### config.mk
export PLATFORM = sky130hd
export DESIGN_NAME = seq_divider
export DESIGN_NICKNAME = d
export VERILOG_FILES = /design/src/rtl/seq_divider.sv
export SDC_FILE = /design/constraint.sdc
export NUM_CORES = 1
export LEC_CHECK = 0
export ABC_AREA = 1
export CORE_UTILIZATION = 55
export CTS_CLUSTER_SIZE = 40
export DETAILED_ROUTE_END_ITERATION = 6
export GPL_TIMING_DRIVEN = 0
export HOLD_SLACK_MARGIN = 0.1
export PLACE_DENSITY = 0.8
export SETUP_SLACK_MARGIN = 0.3
export SLEW_MARGIN = 20
export SYNTH_ARGS = -nofsm -noshare
export SYNTH_HDL_FRONTEND = slang
export SYNTH_SLANG_ARGS = --single-unit
### constraint.sdc
create_clock -name clk -period 2.3 [get_ports clk]
set_input_delay 0.46 -clock clk [delete_from_list [all_inputs] [get_ports clk]]
set_output_delay 0.46 -clock clk [all_outputs]
set_load 0.01 [all_outputs]
### src/rtl/seq_divider.sv
// Unsigned sequential divider by repeated subtraction. The dividend and the divisor
// arrive on one shared bus on consecutive cycles, and the result is held under done.
module seq_divider #(
    parameter int unsigned WIDTH = 16
) (
    input  logic             clk,
    input  logic             rst_n,
    input  logic             start,
    input  logic [WIDTH-1:0] data_in,
    output logic [WIDTH-1:0] quotient,
    output logic [WIDTH-1:0] remainder,
    output logic             busy,
    output logic             done,
    output logic             div_by_zero
);

    typedef enum logic [2:0] {
        S_IDLE,
        S_LOAD_A,
        S_LOAD_B,
        S_CALC,
        S_DONE
    } state_e;

    state_e           state_q, state_d;
    logic [WIDTH-1:0] rem_q, rem_d;
    logic [WIDTH-1:0] quo_q, quo_d;
    logic [WIDTH-1:0] dvs_q, dvs_d;
    logic             dbz_q, dbz_d;

    // NOTE: state updates use non-blocking assignments so that every register samples pre-edge values.
    always_ff @(posedge clk or negedge rst_n) begin
        if (!rst_n) begin
            state_q <= S_IDLE;
            rem_q   <= '0;
            quo_q   <= '0;
            dvs_q   <= '0;
            dbz_q   <= 1'b0;
        end else begin
            state_q <= state_d;
            rem_q   <= rem_d;
            quo_q   <= quo_d;
            dvs_q   <= dvs_d;
            dbz_q   <= dbz_d;
        end
    end

    // NOTE: every next-state signal is defaulted to its current value first, so no latch is inferred.
    always_comb begin
        state_d = state_q;
        rem_d   = rem_q;
        quo_d   = quo_q;
        dvs_d   = dvs_q;
        dbz_d   = dbz_q;
        unique case (state_q)
            S_IDLE: begin
                if (start) state_d = S_LOAD_A;
            end
            S_LOAD_A: begin
                rem_d   = data_in;
                state_d = S_LOAD_B;
            end
            S_LOAD_B: begin
                dvs_d   = data_in;
                quo_d   = '0;
                dbz_d   = 1'b0;
                state_d = S_CALC;
            end
            S_CALC: begin
                if (dvs_q == '0) begin
                    dbz_d   = 1'b1;
                    quo_d   = '1;
                    state_d = S_DONE;
                end else if (rem_q >= dvs_q) begin
                    // The >= guard keeps the subtraction from underflowing.
                    rem_d = rem_q - dvs_q;
                    quo_d = quo_q + WIDTH'(1);
                end else begin
                    state_d = S_DONE;
                end
            end
            S_DONE: begin
                if (start) begin
                    dbz_d   = 1'b0;
                    state_d = S_LOAD_A;
                end
            end
            default: state_d = S_IDLE;
        endcase
    end

    assign quotient    = quo_q;
    assign remainder   = rem_q;
    assign div_by_zero = dbz_q;
    assign done        = (state_q == S_DONE);
    assign busy        = (state_q == S_LOAD_A) || (state_q == S_LOAD_B) || (state_q == S_CALC);

endmodule

# Yosys cells after proc, flatten, opt, wreduce, memory -nomap -nowiden
# Index checks and enable logic that the tools add are counted.
[totals]
ff_bits = 52
input_bits = 19
out_inout_bits = 35
[op_classes]
add_sub_neg = 2
n_lt_le_gt_ge = 1
eq_ne = 11
mux = 13
n_reduce_logical = 12
[op_table]
columns = ["operator", "count"]
rows = [
  ["$mux 16", 4],
  ["$pmux 16 s2", 2],
  ["$add 16x1->16 const B", 1],
  ["$ge 16x16->1", 1],
  ["$logic_not 16->1", 1],
  ["$sub 16x16->16", 1],
  ["$pmux 3 s4", 1],
  ["$mux 3", 3],
  ["$ne 2x2->1 const B", 4],
  ["$eq 3x2->1 const B", 2],
  ["$ne 3x3->1 const B", 2],
  ["$reduce_and 3->1", 2],
  ["$reduce_and 2->1", 2],
  ["$reduce_bool 2->1", 2],
  ["$eq 3x1->1 const B", 1],
  ["$eq 3x3->1 const B", 1],
  ["$logic_not 3->1", 1],
  ["$pmux 1 s3", 1],
  ["$reduce_bool 3->1", 1],
  ["$logic_or 1x1->1", 2],
  ["$mux 1", 2],
  ["$ne 2x1->1 const B", 1],
  ["$reduce_or 2->1", 1],
]

# Logic depth before layout (Yosys ltp)
# Gate-level depths: netlist (run 1).
[depth]
word_depth = 4
depth_mapped = 15
depth_no_buf = 15

# Least setup slack after synthesis (run 1)
# Ideal clock, no wire load.
[synth_timing]
path_kind = "register to register"
from = "reg rem_q[0] (netlist: remainder[0])"
to = "reg rem_q[10] (netlist: remainder[10])"
arrival_time_ns = 1.957
required_ns = 2.184
path_slack_ns = 0.227
path_stages_with_launch = 16
n_path_buf = 1
period_less_slack_ns = 2.073
path_cell_list = "dfrtp_1 inv_1 ha_1 inv_1 fa_1 nand2_1 nand2_1 nand3_1 nand3_1 nand2_2 nand3_2 nand2_4 inv_4 buf_6 nand2_1 nand2_1"
[synth_via]
elab_chain_cells = 4
word_cells_on_any_way = 7
cone_classes = "add/sub (1); order compare (1); eq/ne (1); mux (3); reduce/logical (1)"
[synth_rtl]
columns = ["element", "line_no", "rtl"]
rows = [
  ["start, declared", "26", "logic [WIDTH-1:0] rem_q, rem_d;"],
  ["start signal, assigned", "41", "rem_q <= rem_d;"],
  ["$sub 16x16->16", "76", "rem_d = rem_q - dvs_q;"],
  ["$mux 16", "74", "end else if (rem_q >= dvs_q) begin"],
  ["$mux 16", "70", "if (dvs_q == '0) begin"],
  ["$pmux 16 s2", "55", "unique case (state_q)"],
]
# Several ways; a longest one is shown, not always the timed one. The select of a mux whose other input is x is not followed.
# A chain may end at the register's enable or synchronous reset.

# Worst setup path after layout (run 1)
[layout_timing]
from = "reg rem_q[0] (netlist: remainder[0])"
to = "reg rem_q[15] (netlist: remainder[15])"
# The elaborated chain is that of the path after synthesis.

==> flow_metrics.env, run 1 <==
export IMPL_num_vias=4064
export IMPL_drt_total_wl_mm=11.6
export IMPL_run_status="finished, violations left"
export IMPL_cp_max_fo=4
export IMPL_synth_top_family_by_area="simple AND/OR/NAND/NOR gates"
export IMPL_finalCritPeriodShare_pct=93.7
export IMPL_critPathLaunchType="flip-flop"
export IMPL_htreeDepth=2
export IMPL_insertion_delay_ns=0.32
export IMPL_nFillCells=457
export IMPL_p_total_mw=8.04
export IMPL_fin_util_pct=78.5
export IMPL_io_buffers=53
export IMPL_ys_ff_latch=52
export IMPL_critPathBufInv=4
export IMPL_antenna_found_initial=0
export IMPL_drcViolationCount=3
export IMPL_initial_core_util_pct=58.2
export IMPL_ys_seq_area_share_pct=34.6
export IMPL_setup_violations=0
export IMPL_slowest_delay_ns=0.41
export IMPL_vias_per_cell=5.57
export IMPL_grt_max_degree=53
export IMPL_n_antenna_cell=0
export IMPL_slew_headroom_pct=49.2
export IMPL_crit_required_ns=2.52
export IMPL_seqCellArea_mm2=0.00130
export IMPL_cts_root_buf="clkbuf_8"
export IMPL_crit_type="flip-flop to flip-flop"
export IMPL_io_pins=54
export IMPL_max_cap_viol_count=0
export IMPL_core_area_mm2=0.00646
export IMPL_area_growth_pct=34.9
export IMPL_nNetsFinal=689
export IMPL_drt_met1_wl_mm=4.78
export IMPL_synth_top_area_cell="dfrtp_1"
export IMPL_worstMarginPinSlew_ns=0.762
export IMPL_crit_chain="inv_2 -> ha_4 -> inv_4 -> fa_2 -> nand2_2 -> nand2_4 -> nand3_4 -> nand3_4 -> nand2_4 -> nand3_4 -> nand2_8 -> buf_6 -> buf_6 -> nor2_4 -> nand2_2 -> nand2_1"
export IMPL_dr_wl_met3_um=781
export IMPL_violations="DRC"
export IMPL_first_iter_violations=340
export IMPL_critical_path_top_delay_family="simple AND/OR/NAND/NOR gates"
export IMPL_gp_congestion=0.884
export IMPL_slew_viol_final=0
export IMPL_final_min_clock_period_ns=2.16
export IMPL_cts_buffers=5
export IMPL_wl_met2_mm=5.76
export IMPL_max_freq_mhz=464
export IMPL_synthAdderAreaFrac_pct=6.19
export IMPL_final_hold_violation_count=0
export IMPL_hold_class="input port to async pin"
export IMPL_wl_per_cell_um=15.9
export IMPL_cts_sinks=52
export IMPL_synth_simple_gate_area_share_pct=39.6
export IMPL_avgSynthCellArea_um2=6.58
export IMPL_yosys_cell_types_count=36
export IMPL_routed_top_layer="met4"
export IMPL_clock_skew_ns=0.00772
export IMPL_p_leak_nw=2.57
export IMPL_endpoint_kind="flip-flop"
export IMPL_netlist_top_cells_area="dfrtp_1 35%, nand2_1 23%, inv_1 7.9%, nand3_1 7.2%, ha_1 5.7%"
export IMPL_synth_compound_area_share_pct=7.16
export IMPL_rsz0062_at_grt="yes"
export IMPL_crit_top_cell="nand3_4"
export IMPL_die_x_um=84.7
export IMPL_hpwlAfterDp_mm=7.61
export IMPL_multiInputGateArea_mm2=0.00244
export IMPL_synth_mux_area_share_pct=0
export IMPL_drtAntennaViolNets=0
export IMPL_dieArea_mm2=0.00717
export IMPL_cts_tree="done"
export IMPL_synth_nets=608
export IMPL_syn_area_mm2=0.00376
export IMPL_crit_arrival_ns=2.37
export IMPL_synth_top_area_share_pct=34.6
export IMPL_cts_path_max_buffers=2
export IMPL_whs_ns=0.174
export IMPL_die_h_um=84.7
export IMPL_cellPowerDensity_mw_per_mm2=1590
export IMPL_gr_total_overflow=0
export IMPL_synth_cells=571
export IMPL_grt_pass1_vias=3903
export IMPL_fp_row_count=29
export IMPL_yosys_warnings=0
export IMPL_synthXorXnorAreaFrac_pct=1.86
export IMPL_path_clk_slew_ns=0.10
export IMPL_dr_pass1_iters=7
export IMPL_grt_pass1_wl_mm=18.3
export IMPL_peakVddDrop_mv=0.953
export IMPL_grt_use_total_pct=32.6
export IMPL_critPathSlowestCell="dfrtp_1"
export IMPL_drive_above_1_share_pct=18.1
-- state kept, by name (all words and copies together) (netlist names) --
register,count
quotient,16
remainder,16
state_q,3
dvs_q,16
div_by_zero,1
-- stage by stage --
stage	TNS (ns)	cell area, um2	setup slack [ns]	std cells
2_1_floorplan	0	3770	0.280	571
3_3_place_gp	-41.65	4400	-0.805	701
3_5_place_dp	0	4400	0.0416	701
4_1_cts	0	4870	0.209	725
5_1_grt	0	5070	0.0373	730
6_report	0	5070	0.144	730
-- cell families after synthesis --
kind of cell	count (synthesis)
adders and majority gates	18
DFF	52
and+or+nand+nor	346
AOI/OAI and AO/OA	50
buffers and inverters	97
xor gates and xnor gates	8
-- final cells by class --
cell class	instances	share of cell area [%]
Buffer	14	1.78
Clock buffer	6	1.63
Clock inverter	2	0.197
Inverter	83	6.34
Multi-Input combinational cell	423	48.1
Sequential cell	52	25.7
Tap cell	77	1.90
Timing Repair Buffer	73	14.3
-- Yosys cell counts --
master and count:
nand3_1 54, nor3_2 1, nor3_4 1, nand4_1 10, nor3_1 3, clkbuf_1 5
inv_2 3, o31ai_1 1, clkbuf_2 1, a31o_2 1, or2_2 1, xor2_1 5
nor2_1 34, xnor2_1 3, ha_1 17, nand3_2 2, and2_1 1, a21oi_1 18
buf_2 4, a21boi_0 1, nand3b_1 6, a21oi_2 1, or2_1 1, buf_4 2
nand2_4 2, inv_1 79, fa_1 1, nand3_4 1, o21ai_0 24, o211ai_1 1
inv_4 1, nand2_1 227, dfrtp_1 52, buf_6 2, o22ai_1 3, nand2_2 2
-- path summary, 6_finish.rpt --
kind,start,endpoint,slack (ns),cells after the start
setup / recovery,remainder[0]$_DFFE_PN0P_,remainder[15]$_DFFE_PN0P_,0.14,16
hold / removal,rst_n,remainder[2]$_DFFE_PN0P_,0.17,1
setup reg to reg,remainder[0]$_DFFE_PN0P_,remainder[15]$_DFFE_PN0P_,0.14,16
hold reg to reg,div_by_zero$_DFFE_PN0P_,div_by_zero$_DFFE_PN0P_,0.49,2
max in group asynchronous,rst_n,remainder[13]$_DFFE_PN0P_,1.64,1
min in group clk,div_by_zero$_DFFE_PN0P_,div_by_zero$_DFFE_PN0P_,0.49,2
-- repair_timing --
| action | CTS | global route |
|---|---|---|
| setup buffers | 13 | 5 |
| pin swaps | 26 | 19 |
| hold buffers | 0 | 0 |
| hold endpoints to repair | 0 | 0 |
| resized for setup | 58 | 33 |
| gates cloned | 3 | 0 |
| setup endpoints to repair | 34 | 53 |
-- layer usage --
| layer | track usage [%] | vias up |
|---|---|---|
| li1 | - | 1954 |
| met3 | 5.01 | 37 |
| met4 | 12.9 | 0 |
| met1 | 42.2 | 1885 |
| met5 | 0 | - |
| met2 | 54.8 | 188 |
-- placed cells by master, fill, tap and decap left out, types with 5 or more instances in the layout --
master	count
nand3_2	17
ha_4	9
a21oi_1	17
nand3_1	36
nand2_1	204
xor2_1	5
nand2_2	22
buf_4	14
clkdlybuf4s50_1	50
nand3b_1	6
ha_1	7
inv_1	77
nor2_1	30
buf_6	8
nand4_1	10
dfrtp_1	51
o21ai_0	23
clkbuf_8	6
-- worst register-to-register path, cell delays in order (launching register included) --
cell,delay (ns)
dfrtp_1,0.41
inv_2,0.09
ha_4,0.14
inv_4,0.03
fa_2,0.36
nand2_2,0.10
nand2_4,0.07
nand3_4,0.09
nand3_4,0.08
nand2_4,0.12
nand3_4,0.10
nand2_8,0.12
buf_6,0.10
buf_6,0.11
nor2_4,0.04
nand2_2,0.06
nand2_1,0.06
-- power breakdown --
group          leakage (nW)  internal, mW  switching (mW)
Clock                0.0510         0.241           0.326
Sequential            0.668          1.24           0.272
Combinational          1.85          2.36            3.60
Total                  2.57          3.84            4.20
(Power assumes the default switching activity.)
==> inputs of run 2 (changes only) <==
--- a/config.mk
+++ b/config.mk
@@ -6,9 +6,12 @@
 export NUM_CORES = 1
 export LEC_CHECK = 0
 export ABC_AREA = 1
+export CAP_MARGIN = 30
+export CORE_ASPECT_RATIO = 0.9
 export CORE_UTILIZATION = 55
 export CTS_CLUSTER_SIZE = 40
 export DETAILED_ROUTE_END_ITERATION = 6
+export GPL_ROUTABILITY_DRIVEN = 0
 export GPL_TIMING_DRIVEN = 0
 export HOLD_SLACK_MARGIN = 0.1
 export PLACE_DENSITY = 0.8
==> flow_metrics.env, run 2 (synthesized netlist as in run 1, its figures left out) <==
export IMPL_run_status="finished clean"
export IMPL_drcViolationCount=0
export IMPL_rsz0062_at_grt="yes"
export IMPL_final_cell_mix="194 x nand2_1, 77 x inv_1, 52 x dfrtp_1, 50 x clkdlybuf4s50_1, 40 x nand3_1"
export IMPL_setup_violations=0
export IMPL_grt_max_degree=53
export IMPL_n_antenna_cell=0
export IMPL_final_hold_violation_count=0
export IMPL_vias_per_cell=5.62
export IMPL_max_cap_viol_count=0
export IMPL_drt_total_wl_mm=11.7
export IMPL_fp_row_count=28
export IMPL_cellPowerDensity_mw_per_mm2=1620
export IMPL_final_min_clock_period_ns=2.18
export IMPL_reg2reg_depth=14
export IMPL_area_growth_pct=35.1
export IMPL_drtAntennaViolNets=0
export IMPL_htreeDepth=2
export IMPL_dieArea_mm2=0.00717
export IMPL_whs_ns=0.167
export IMPL_crit_top_cell="nand3_2"
export IMPL_critPathSlowestCell="dfrtp_1"
export IMPL_final_common_cell="nand2_1"
export IMPL_dp_cells=714
export IMPL_finalCritPeriodShare_pct=95.0
export IMPL_cts_path_max_buffers=2
export IMPL_power_frac_comb_pct=73.2
export IMPL_slew_viol_final=0
export IMPL_clock_skew_ns=0.00842
export IMPL_die_h_um=80.4
export IMPL_slowest_delay_ns=0.47
export IMPL_sequentialPowerShare_pct=18.1
export IMPL_clockPowerShare_pct=8.7
export IMPL_worstMarginPinSlew_ns=0.666
export IMPL_cts_root_buf="clkbuf_8"
export IMPL_slew_headroom_pct=55.6
export IMPL_p_total_mw=8.22
export IMPL_final_cells=742
export IMPL_io_pins=54
export IMPL_crit_type="flip-flop to flip-flop"
export IMPL_core_area_mm2=0.00659
export IMPL_switching_share_pct=51.4
export IMPL_crit_arrival_ns=2.44
export IMPL_first_iter_violations=335
export IMPL_die_x_um=89.1
export IMPL_cts_hold_fix_buffers=0
export IMPL_max_freq_mhz=458
export IMPL_hold_class="input port to async pin"
export IMPL_crit_chain="ha_4 -> inv_4 -> fa_2 -> nand2_2 -> nand2_2 -> nand3_2 -> nand3_2 -> nand2_4 -> buf_6 -> nand3_4 -> nand2_8 -> clkbuf_16 -> nand3_2 -> nand2_1"
export IMPL_cp_max_fo=5
export IMPL_cts_sinks=52
export IMPL_drive_above_1_share_pct=16.9
export IMPL_initial_core_util_pct=57.1
export IMPL_nNetsFinal=688
export IMPL_wl_per_cell_um=15.7
export IMPL_grt_pass1_wl_mm=18.2
export IMPL_grt_pass1_vias=3976
export IMPL_crit_required_ns=2.56
export IMPL_critPathLaunchType="flip-flop"
export IMPL_endpoint_kind="flip-flop"
export IMPL_hpwlAfterDp_mm=7.43
export IMPL_dr_pass1_iters=5
export IMPL_cts_buffers=5
export IMPL_grt_use_total_pct=33.0
export IMPL_antenna_found_initial=0
export IMPL_insertion_delay_ns=0.32
export IMPL_post_place_ws_ns=0.0145
export IMPL_cts_tree="done"
export IMPL_peakVddDrop_mv=0.875
export IMPL_p_sw_mw=4.23
export IMPL_num_vias=4169
export IMPL_io_buffers=53
export IMPL_fin_util_pct=77.1
export IMPL_layout_setup_ws_ns=0.116
export IMPL_p_leak_nw=2.63
export IMPL_internal_power_mw=3.99
export IMPL_path_clk_slew_ns=0.10
export IMPL_gr_total_overflow=0
==> run 2: cell types whose count changed in the layout (fill, tap and decap cells not counted), moves of 3 or more <==
cell	change
nand2_2	+5
nand3_1	+4
ha_4	-6
buf_4	-3
nand2_4	+5
ha_1	+6
nand2_1	-10
==> run 2: area by class of cell <==
class                           count  area, um2
Buffer                             14       96.3
Clock buffer                        7       96.3
Clock inverter                      1       30.0
Fill cell                         497       1510
Inverter                           83        322
Multi-Input combinational cell    422       2340
Sequential cell                    52       1300
Tap cell                           90        113
Timing Repair Buffer               73        777
==> run 2: worst max-delay path: cells and delay by family (launching register included) <==
family | cells | cell delay (ns)
simple gates | 9 | 0.85
fa+ha+maj | 2 | 0.52
flops | 1 | 0.47
buf+inv | 3 | 0.30
==> run 2: power groups by stage <==
stage                     clock [mW]  sequential (mW)  combinational, mW
after floorplan                    0             1.49               3.18
after global placement             0             1.46               4.36
after detailed placement           0             1.48               4.48
after CTS                      0.719             1.47               5.38
after global routing           0.742             1.52               6.49
final                          0.715             1.49               6.02
==> run 2: layer usage <==
layer | global-route usage (%) | wire length, um
met2 | 53.9 | 5330
met3 | 5.76 | 1150
met4 | 12.5 | 361
met1 | 43.3 | 4820
met5 | 0 | 0
==> run 2: stage by stage <==
step	area [um2]	setup TNS, ns
floorplan	3770	0
global placement	4410	-41.34
detailed placement	4410	0
CTS	4870	0
global route	5080	0
finish	5080	0
==> run 2: what timing repair did <==
action                                  4_1_cts  5_1_grt
resized for setup                            44       42
gates cloned                                  2        1
endpoints found under the setup margin       35       51
setup buffers                                15        2
pin swaps                                    14       22
==> run 2: path summary, 6_finish.rpt <==
kind	slack (ns)	to	start
worst min-delay path	0.17	dvs_q[7]$_DFFE_PN0P_	rst_n
max in group asynchronous	1.69	dvs_q[14]$_DFFE_PN0P_	rst_n
worst min register to register	0.48	div_by_zero$_DFFE_PN0P_	div_by_zero$_DFFE_PN0P_
worst max-delay path	0.12	quotient[11]$_DFFE_PN0P_	dvs_q[0]$_DFFE_PN0P_
worst max register to register	0.12	quotient[11]$_DFFE_PN0P_	dvs_q[0]$_DFFE_PN0P_
min in group clk	0.48	div_by_zero$_DFFE_PN0P_	div_by_zero$_DFFE_PN0P_
==> variant 1, RTL diff (settings of run 2) <==
Encoding of `state_e`: now one-hot (5 bits for 5 states).
--- a/src/rtl/seq_divider.sv
+++ b/src/rtl/seq_divider.sv
@@ -16,8 +16,8 @@
 
-    typedef enum logic [2:0] {
-        S_IDLE,
-        S_LOAD_A,
-        S_LOAD_B,
-        S_CALC,
-        S_DONE
+    typedef enum logic [4:0] {
+        S_IDLE   = 5'b00001,
+        S_LOAD_A = 5'b00010,
+        S_LOAD_B = 5'b00100,
+        S_CALC   = 5'b01000,
+        S_DONE   = 5'b10000
     } state_e;
Check against the original RTL: same outputs for any inputs over 4 cycles, from zero or initial values and one cycle with rst_n low; so few cycles prove little.
==> variant 1 against run 2 <==
- setup slack better by 0.046 ns
- area after synthesis is 3.0% higher
- largest power group unchanged
- clock power shrank 21%
- first-iteration DRC count increased by 15%
- design area increased by 3.4%
- sequential cell count grew 2
- total power is 22% lower
- routed wire length up 3.1%
- fmax rose by 2.2%
- sequential share of layout area increased by 0.13 points
- hold slack better by 0.0092 ns
==> variant 1: results (changes against run 2) <==
Final layout
  • Final non-filler cell total: 769 (+3.6%)
  • Filler cells: 487 (-2.0%)
  • Layout cells sized above 1: 22.1% (+5.2 points)
  • Ant diodes: 0 (unchanged)
  • Nets: 715 (+3.9%)

Clock tree
  • Worst skew pair latency: 0.31 ns
  • Clk buf depth: 2 (unchanged)
  • Number of CTS-inserted buffers: 5 (unchanged)
  • Clock Tree Root: clkbuf_8
  • Clock H-tree levels: 2 (unchanged)
  • Clock Pin Slew Worst Setup and Hold Paths: 0.10 ns (about the same)

Timing
  • Clock skew: 0.00707 ns (-0.00135 ns)
  • Relative slew slack: 48.9% (-6.8 points)
  • Final Max Slew Viols: 0 (unchanged)

Global route
  • Total track usage: 33.2% (+0.20 points)
  • Antenna violations before repair: 0 (unchanged)
  • First-pass GRT wire length: 19.2 mm (+5.4%)
  • Largest net degree at the start of global routing: 55 (+3.8%)
  • Number of global-route vias before repair: 3917 (-1.5%)

Route
  • Wire length on met3: 1.01 mm (-12%)
  • Met1 wire length: 5.19 mm (+7.8%)
  • Initial DRC Count: 385 (+15%)
  • DR WL met2: 5.51 mm (+3.4%)
  • DR pass1 iterations: 7 (+2)
  • DR top layer: met4
  • Total number of vias: 4281 (+2.7%)
  • Drt wl/cell: 15.6 microns (-0.54%)

Placed design
  • Hpwl dp: 7.52 mm (+1.2%)
  • Placed Instances: 729 (+2.1%)
  • IO Port Bufs: 53 (unchanged)

Setup path
  • CP arrival: 2.39 ns (-0.05 ns)
  • Worst-path maximum fanout: 7 (+2)
  • R2R cell count: 16 (+2)

Power
  • Peak supply drop: 803 uV (-8.1%)
  • Static leakage power: 0.00268 uW (+2.2%)

Logic synthesis
  • Count of cell types in the netlist: 37 (+2.8%)
  • Most frequent cells after synthesis: 210 x nand2_1, 71 x inv_1, 71 x nand3_1
  • Synth warn: 0 (unchanged)
  • Post-synth ARST share: 100% (unchanged)
  • Sequential cell area fraction in the yosys report: 34.9% (+0.33 points)
  • Synth Net Count: 623 (+2.5%)
  • Synthesized area per cell: 6.60 sq um (+0.33%)
  • Commonest register cell after synthesis: dfrtp_1
  • Top post-synthesis cells by area: dfrtp_1 34%, nand2_1 20%, nand3_1 9.2%, inv_1 6.9%, ha_1 5.5%

Min path
  • Worst Hold Class: input port to async pin

Status
  • Status: finished clean
variant 1: final timing paths:
kind | start | endpoint | slack (ns)
setup reg to reg | remainder[0] | quotient[0] | 0.16
max in group asynchronous | rst_n | remainder[6] | 1.65
setup / recovery | remainder[0] | quotient[0] | 0.16
hold reg to reg | dvs_q[2] | dvs_q[2] | 0.50
min in group clk | dvs_q[2] | dvs_q[2] | 0.50
hold / removal | rst_n | remainder[10] | 0.18
variant 1: per-stage QoR:
| stage | setup TNS (ns) | utilization, % | worst slack [ns] | cell area [sq um] |
|---|---|---|---|---|
| final | 0 | 78.4 | 0.162 | 5250 |
| after global routing | 0 | 78.4 | 0.0551 | 5250 |
| after CTS | 0 | 76.3 | 0.201 | 5110 |
| after detailed placement | -0.238 | 67.4 | -0.210 | 4510 |
| after global placement | -45.92 | 67.4 | -0.860 | 4510 |
| after floorplan | 0 | - | 0.302 | 3870 |
variant 1: kinds of logic after synthesis:
| family | synth area share, % |
|---|---|
| mux | 0.291 |
| flops | 34.9 |
| compound gates | 5.92 |
| xor+xnor | 0.679 |
| buf+inv | 11.2 |
| simple gates | 40.9 |
| fa+ha+maj | 6.01 |
variant 1: cell type report:
cell class | instances | area (sq um) | share of cell area [%]
Tap cell | 90 | 113 | 2.15
Clock buffer | 7 | 86.3 | 1.64
Multi-Input combinational cell | 427 | 2370 | 45.1
Timing Repair Buffer | 85 | 851 | 16.2
Buffer | 14 | 128 | 2.43
Sequential cell | 54 | 1350 | 25.8
Inverter | 91 | 348 | 6.63
Clock inverter | 1 | 5.00 | 0.0954
variant 1: critical path, cell delays in order (launching register included):
cell and delay (ns):
dfrtp_1 0.39, inv_1 0.07, ha_2 0.17, inv_2 0.04, fa_2 0.34, nand2_2 0.09, nand2_2 0.08, nand3_2 0.09
nand3_2 0.10, nand2_2 0.09, nand2_4 0.06, nand2_2 0.08, nand2_4 0.11, inv_4 0.10, buf_6 0.13, nand2_1 0.07
nand2_1 0.07
variant 1: per-layer routing:
| metal | global-route usage (%) | vias up |
|---|---|---|
| met5 | 0 | - |
| met4 | 12.1 | 0 |
| met3 | 5.56 | 35 |
| met2 | 53.6 | 250 |
| met1 | 45.5 | 1960 |
| li1 | - | 2036 |
variant 1: timing repair:
action / in CTS / in global routing
pin swaps: 24 / 22
endpoints found under the setup margin: 38 / 38
hold buffers: 0 / 0
setup buffers: 24 / 4
gates resized for setup: 82 / 21
cloned: 3 / 1
variant 1: report_power, final:
group | switching, uW | internal [uW] | leakage (uW) | total [uW]
Clock | 321 | 244 | 0.0000482 | 565
Sequential | 267 | 1280 | 0.000682 | 1550
Combinational | 2490 | 1820 | 0.00195 | 4300
==> variant 2, RTL diff (config.mk and constraints of run 2) <==
Without the edit above. `WIDTH`: 16 -> 12.
--- a/src/rtl/seq_divider.sv
+++ b/src/rtl/seq_divider.sv
@@ -3,3 +3,3 @@
 module seq_divider #(
-    parameter int unsigned WIDTH = 16
+    parameter int unsigned WIDTH = 12
 ) (
Interface: changed (resized data_in, quotient and remainder); port bits go from 54 to 42. No check against the original RTL was run, so the function may have changed too.
==> variant 2 against run 2 <==
- clock skew about the same
- sequential cell count shrank 12
- clock power up 15%
- routed wire length down 25%
- area after synthesis fell by 21%
- critical path type unchanged
- design area decreased by 24%
- fmax rose by 10%
- final cell count decreased by 25%
- die area shrank 21%
- total power is 24% lower
- setup slack improved by 0.20 ns
- core utilization rose by 0.17 points
- combinational power down 30%
==> variant 2: results (changes against run 2) <==
Clock tree
  • Hold buffer count at CTS: 1 (+1)
  • Worst skew pair latency: 0.30 ns (-0.02 ns)
  • Post-CTS setup buffer count: 5 (-10)
  • Clock H-tree levels: 2 (unchanged)
  • Clk buf depth: 2 (unchanged)
  • Post_cts resized: 8 (-82%)

Final layout
  • Clock network share of area: 4.10% (+1.6 points)
  • Sequential cell count: 40 (-23%)
  • #MultiIn Comb: 324 (-23%)
  • Layout cells sized above 1: 17.0% (+0.17 points)
  • Clock buffers: 5 (-2)
  • Multi-input combinational area share: 46.3% (+0.20 points)
  • Data buffer area share: 15.9% (-1.3 points)
  • Sequential cell area: 1000 sq um (-23%)
  • Non-clk bufs: 64 (-26%)
  • Multi-input gate area: 1790 sq um (-23%)
  • Ant diodes: 0 (unchanged)
  • Nets: 521 (-24%)
  • Filler cells: 352 (-29%)
  • Inverters: 57 (-31%)
  • Final non-filler cell total: 558 (-25%)

Global route
  • Number of global-route vias before repair: 2883 (-27%)
  • Total track usage: 30.6% (-2.4 points)
  • Largest net degree at the start of global routing: 26 (-51%)
  • First-pass GRT wire length: 13.4 mm (-27%)

Placed design
  • IO Port Bufs: 41 (-23%)
  • Post-Place Worst Slack: 0.0990 ns (+0.0844 ns)
  • Post-DP Area: 3460 sq um (-22%)
  • Placed Instances: 537 (-25%)
  • Hpwl dp: 5.59 mm (-25%)

Setup path
  • CP arrival: 2.23 ns (-0.21 ns)
  • Crit-path max cell delay: 0.37 ns (-0.10 ns)
  • Worst-path maximum fanout: 5 (unchanged)
  • CP max stage cell: dfrtp_1

Timing
  • Clock skew: 0.00835 ns (-0.0000741 ns)
  • Final worst path period share: 86.3% (-8.7 points)
  • Slew @ Worst Pin: 0.591 ns (-0.0751 ns)
  • Min Hold Slack: 0.476 ns (+0.309 ns)

Logic synthesis
  • Top post-synthesis cells by area: dfrtp_1 34%, nand2_1 21%, inv_1 6.5%, nand3_1 6.4%, ha_1 5.5%
  • Sequential cell area fraction in the yosys report: 33.9% (-0.72 points)
  • Synth Net Count: 459 (-25%)
  • Commonest register cell after synthesis: dfrtp_1
  • Most frequent cells after synthesis: 163 x nand2_1, 51 x inv_1, 40 x dfrtp_1
  • Count of cell types in the netlist: 34 (-5.6%)
  • Syn Inst Count: 430 (-25%)
  • Post-synth ARST share: 100% (unchanged)

Route
  • Drt wl/cell: 15.8 microns (+0.30%)
  • Initial DRC Count: 297 (-11%)
  • DR pass1 iterations: 6 (+1)
  • Vias per std cell: 5.62 (about the same)

Status
  • Status: finished clean

Power
  • Static leakage power: 0.00195 uW (-26%)
  • Peak supply drop: 1000 uV (+14%)

Min path
  • Worst Hold Class: register to register

Die
  • Die width: 79.2 microns (-11%)
variant 2: cell types whose count changed after synthesis, moves of 9 or more:
cell | before | now
nand3_1 | 54 | 38
nand2_1 | 227 | 163
nor2_1 | 34 | 25
nand2_2 | 2 | 13
dfrtp_1 | 52 | 40
inv_1 | 79 | 51
variant 2: worst max-delay path, delay by kind of cell (launching register included):
| family | cells | cell delay [ns] |
|---|---|---|
| adders and majority gates | 2 | 0.54 |
| and+or+nand+nor | 8 | 0.72 |
| buffers and inverters | 3 | 0.30 |
| DFF | 1 | 0.37 |
variant 2: final timing paths:
path	startpoint	cells after the start	endpoint
max in group asynchronous	rst_n	3	state_q[1]
min in group asynchronous	rst_n	2	dvs_q[7]
worst max register to register	remainder[0]	13	remainder[9]
worst max-delay path	remainder[0]	13	remainder[9]
worst min-delay path	div_by_zero	2	div_by_zero
worst min register to register	div_by_zero	2	div_by_zero
variant 2: report_power, final:
| group | total [uW] | internal (uW) | switching (uW) |
|---|---|---|---|
| registers | 1180 | 953 | 227 |
| logic | 4220 | 1730 | 2490 |
| clock network | 823 | 543 | 280 |
| total | 6230 | 3230 | 3000 |
variant 2: logic make-up after synthesis:
group	count (synthesis)	share of synthesized area, %
flip-flops	40	33.9
XOR/XNOR	7	2.08
adder cells (fa/ha/maj)	14	6.19
buffers and inverters	66	9.75
AND/OR/NAND/NOR	268	41.7
AO/OA/AOI/OAI	35	6.40
variant 2: per-layer routing:
metal / track usage, % / vias up / part of all wire [%]
li1: - / 1476 / -
met1: 42.6 / 1462 / 43
met2: 49.3 / 174 / 47
met3: 4.20 / 26 / 8.2
met4: 10.1 / 0 / 2.2
met5: 0 / - / 0
